--- config.mk ---
export PLATFORM = sky130hd
export DESIGN_NAME = stream_mux_rr
export DESIGN_NICKNAME = d
export VERILOG_FILES = /design/src/rtl/stream_mux_rr.sv
export SDC_FILE = /design/constraint.sdc
export NUM_CORES = 1
export LEC_CHECK = 0
export ABC_AREA = 1
export CORE_UTILIZATION = 25
export DETAILED_ROUTE_END_ITERATION = 16
export PLACE_DENSITY = 0.62
export SYNTH_ARGS = -nofsm -noshare
export SYNTH_HDL_FRONTEND = slang
export SYNTH_SLANG_ARGS = --single-unit
--- constraint.sdc ---
create_clock -name clk -period 2.07 [get_ports clk]
set_clock_uncertainty 0.1 [all_clocks]
set_input_delay 0.414 -clock clk [delete_from_list [all_inputs] [get_ports clk]]
set_output_delay 0.414 -clock clk [all_outputs]
set_load 0.03 [all_outputs]
--- src/rtl/stream_mux_rr.sv ---
// rtl/stream_mux_rr.sv - N-channel registered stream mux with run-time selectable arbitration
module stream_mux_rr #(
  parameter int WIDTH = 8,
  parameter int N = 4,
  localparam int SW = $clog2(N)
) (
  input  logic                 clk,
  input  logic                 rst_n,
  input  logic [1:0]           mode,
  input  logic [SW-1:0]        sel,
  input  logic [N*WIDTH-1:0]   in_data,
  input  logic [N-1:0]         in_valid,
  output logic [N-1:0]         in_ready,
  output logic [WIDTH-1:0]     out_data,
  output logic [SW-1:0]        out_chan,
  output logic                 out_valid,
  input  logic                 out_ready
);

  localparam logic [1:0] MODE_SEL  = 2'd0;
  localparam logic [1:0] MODE_PRIO = 2'd1;
  localparam logic [1:0] MODE_RR   = 2'd2;

  logic [SW-1:0]    rr_ptr;
  logic             load;
  logic             hit;
  logic [SW-1:0]    g;
  logic             grant;
  logic [WIDTH-1:0] g_data;

  // The output register can take a new word when empty or being drained this cycle.
  assign load  = ~out_valid | out_ready;
  assign grant = rst_n & load & hit;

  // Pick the candidate channel under the current mode; hold mode never hits.
  always_comb begin : arbitrate
    int idx;
    hit = 1'b0;
    g   = '0;
    idx = 0;
    case (mode)
      MODE_SEL: begin
        // sel values at or beyond N match no channel and so never grant.
        for (int i = 0; i < N; i++) begin
          if (!hit && sel == SW'(i) && in_valid[i]) begin
            hit = 1'b1;
            g   = SW'(i);
          end
        end
      end
      MODE_PRIO: begin
        for (int i = 0; i < N; i++) begin
          if (!hit && in_valid[i]) begin
            hit = 1'b1;
            g   = SW'(i);
          end
        end
      end
      MODE_RR: begin
        // Scan starting at rr_ptr, wrapping N-1 back to 0.
        for (int k = 0; k < N; k++) begin
          idx = int'(rr_ptr) + k;
          if (idx >= N) idx = idx - N;
          if (!hit && in_valid[SW'(idx)]) begin
            hit = 1'b1;
            g   = SW'(idx);
          end
        end
      end
      default: begin
        hit = 1'b0;
      end
    endcase
  end

  // Decode the grant into a one-hot ready and select the winning word.
  always_comb begin
    in_ready = '0;
    g_data   = '0;
    for (int i = 0; i < N; i++) begin
      if (g == SW'(i)) g_data = in_data[i*WIDTH +: WIDTH];
      in_ready[i] = grant && (g == SW'(i));
    end
  end

  // Output register: load on grant, otherwise empty out once the consumer accepts.
  always_ff @(posedge clk or negedge rst_n) begin
    if (!rst_n) begin
      out_valid <= 1'b0;
      out_data  <= '0;
      out_chan  <= '0;
    end else if (grant) begin
      out_valid <= 1'b1;
      out_data  <= g_data;
      out_chan  <= g;
    end else if (out_ready) begin
      out_valid <= 1'b0;
    end
  end

  // Round-robin pointer advances past the winner only on round-robin grants.
  always_ff @(posedge clk or negedge rst_n) begin
    if (!rst_n) begin
      rr_ptr <= '0;
    end else if (grant && mode == MODE_RR) begin
      rr_ptr <= (g == SW'(N - 1)) ? '0 : g + 1'b1;
    end
  end

endmodule

==> flow_metrics.env <==
export IMPL_synth_top_cell_area_share_pct=26.3
export IMPL_die_h_um=72.4
export IMPL_p_per_area_nw_per_um2=916
export IMPL_max_freq_mhz=390
export IMPL_synthSimpleGateAreaFrac_pct=44.8
export IMPL_hold_viol=0
export IMPL_synthDistinctLibCells=24
export IMPL_cp_max_fo=4
export IMPL_clkSinkCount=13
export IMPL_path_class="reg2out"
export IMPL_place_area_um2=2060
export IMPL_antenna_found_initial=0
export IMPL_slew_headroom_pct=77.4
export IMPL_core_area_um2=4750
export IMPL_fin_crit_ns=2.57
export IMPL_synth_most_common_cell="nand2_1"
export IMPL_synth_area_leaders="dfrtp_1 (26%), nand2_1 (24%), nand3_1 (8.9%)"
export IMPL_cpMaxStageDelayCell="dfrtp_2"
export IMPL_synthAdderAreaFrac_pct=4.04
export IMPL_pre_cts_slack_ns=-0.805
export IMPL_viasPerCell=4.35
export IMPL_fin_hold_ws_ns=0.370
export IMPL_p_leak_uw=0.00115
export IMPL_period_share_pct=124
export IMPL_dr_pass1_iters=4
export IMPL_track_usage_pct=14.6
export IMPL_synthMuxAreaShare_pct=0
export IMPL_grt_start_max_net_pins=14
export IMPL_cap_violations=0
export IMPL_synthTopCellsByCount="nand2_1 (79), nand3_1 (22), dfrtp_1 (13), inv_1 (13), nor2_1 (12)"
export IMPL_nFillCells=487
export IMPL_avgSynthCellArea_um2=6.07
export IMPL_ir_worst_vdd_mv=0.475
export IMPL_drive_gt1_share_pct=35.4
export IMPL_final_setup_viol_count=12
export IMPL_violations="setup timing"
export IMPL_synth_top_cell_by_area="dfrtp_1"
export IMPL_cts_tree="built"
export IMPL_hp_class="reg2reg"
export IMPL_cts_root_buf="clkbuf_8"
export IMPL_routed_wl_mm=4.09
export IMPL_cpPeakStageDelay_ns=0.44
export IMPL_postLayoutCellArea_um2=2400
export IMPL_gp_congestion=0.820
export IMPL_area_growth_syn_to_layout_pct=93.9
export IMPL_io_pins=58
export IMPL_diodes=0
export IMPL_synth_compound_area_share_pct=15.0
export IMPL_fin_util_pct=50.5
export IMPL_cp_arrival_ns=2.05
export IMPL_drtIter0Drc=40
export IMPL_netlist_instances=204
export IMPL_synth_ff_type="dfrtp_1"
export IMPL_grt_pass1_vias=1444
export IMPL_wl_per_cell_um=11.3
export IMPL_crit_family="simple AND/OR/NAND/NOR gates"
export IMPL_synth_edf_count=0
export IMPL_critPathBufInv=5
export IMPL_synth_top_family_by_area="simple AND/OR/NAND/NOR gates"
export IMPL_worstMarginPinSlew_ns=0.338
export IMPL_die_x_um=72.4
export IMPL_yosysSeqAreaShare_pct=26.3
export IMPL_final_cells=361
export IMPL_hpwlAfterDp_mm=3.05
export IMPL_slew_viol_final=0
export IMPL_layout_nets=342
export IMPL_post_route_drc_count=0
export IMPL_start_kind="register"
export IMPL_clk_pin_slew_ns=0.05
export IMPL_fin_ws_ns=-0.497
export IMPL_synth_area_um2=1240
export IMPL_worst_ep_required_time_ns=1.56
export IMPL_crit_chain="clkinvlp_4, nand2_2, nand2_2, nand2_2, nand2_2, nand2_2, nand2_1, nand2_1, nand3_2, nand2_4, inv_4, buf_6, ha_4, inv_2, nor2_4, buf_6"
export IMPL_outcome="complete, but fails checks"
export IMPL_max_clock_path_buffers=2
export IMPL_grt_pass1_wl_mm=6.15
export IMPL_num_vias=1572
export IMPL_cts_buffers=3
export IMPL_synth_seq_cells=13
export IMPL_ctsHoldBuffers=0
export IMPL_yosys_warnings=0
export IMPL_synth_async_reset_ratio_pct=100
export IMPL_dieArea_um2=5240
export IMPL_rsz0062_at_grt="yes"
export IMPL_fp_row_count=25
export IMPL_ant_nets=0
export IMPL_synth_nets=251
export IMPL_place_inst=343
export IMPL_port_buffers=57
export IMPL_start_util_pct=26.0
export IMPL_cpMostUsedCell="nand2_2"
export IMPL_endpoint_kind="output pin"
export IMPL_synth_xor_area_share_pct=0
export IMPL_htreeDepth=1
export IMPL_grt_remaining_overflow=0
export IMPL_worst_skew_pair_late_latency_ns=0.24
[state kept, by name, indices dropped and copies added, names as in the netlist]
signal	count
out_data	8
out_chan	2
out_valid	1
rr_ptr	2
[worst min-delay path, stage by stage, from the launching register on]
cell	delay [ns]
dfrtp_1	0.34
nand2_1	0.05
nand2_1	0.05
[cell type report]
type / count / area (um^2) / share of cell area (%)
timing repair buffer: 91 / 857 / 35.7
multi-input combinational: 163 / 968 / 40.4
sequential: 13 / 327 / 13.6
clock inverter: 1 / 5.00 / 0.209
tap: 67 / 83.8 / 3.49
inverter: 22 / 110 / 4.59
clock buffer: 3 / 41.3 / 1.72
timing repair inverter: 1 / 7.51 / 0.313
[timing repair]
action	CTS	global route
pin swaps	21	19
gates resized for setup	34	29
setup buffers	6	7
setup endpoints to repair	13	14
gates cloned	1	0
[metal layers]
layer | up-vias | wire [um] | GRT usage, %
met5 | - | 0 | 0
met4 | 0 | 53 | 3.92
met3 | 8 | 128 | 1.39
met2 | 33 | 2050 | 24.5
met1 | 693 | 1860 | 20.1
li1 | 838 | - | -
[through the flow]
step	setup TNS [ns]	power, uW
finish	-5.00	2200
global route	-6.59	2360
CTS	-4.61	2050
detailed placement	-9.75	1670
global placement	-9.61	1670
floorplan	-0.781	1240
[cell families after synthesis]
group,Yosys count
compound gates,32
fa+ha+maj,4
buf+inv,28
flops,13
simple gates,127
[path summary, 6_finish.rpt]
path	from	to	slack, ns	depth (start not counted)
min in group asynchronous	rst_n	rr_ptr[1]	0.41	2
max	rr_ptr[0]	in_ready[0]	-0.50	16
max in group asynchronous	rst_n	rr_ptr[0]	1.29	2
min reg2reg	out_data[3]	out_data[3]	0.37	2
min	out_data[3]	out_data[3]	0.37	2
max reg2reg	rr_ptr[0]	out_data[5]	-0.42	18
[report_power, final]
group | switching [uW] | internal, uW | total (uW)
registers | 67.3 | 351 | 419
logic | 861 | 698 | 1560
clock network | 88.0 | 133 | 221
total | 1020 | 1180 | 2200
[cell usage in the layout, fill, tap and decap left out, drive strengths merged]
master / count
a21boi: 1
o21ai: 13
o21a: 1
nor2: 12
buf: 38
nand3b: 1
dlygate4sd2: 4
clkinvlp: 1
clkinv: 3
ha: 4
a21oi: 9
nand4: 1
o211ai: 8
inv: 20
nand2: 90
nand3: 23
dfrtp: 13
clkbuf: 3
clkdlybuf4s50: 49
Note: power is estimated with default switching activity, not from simulation.
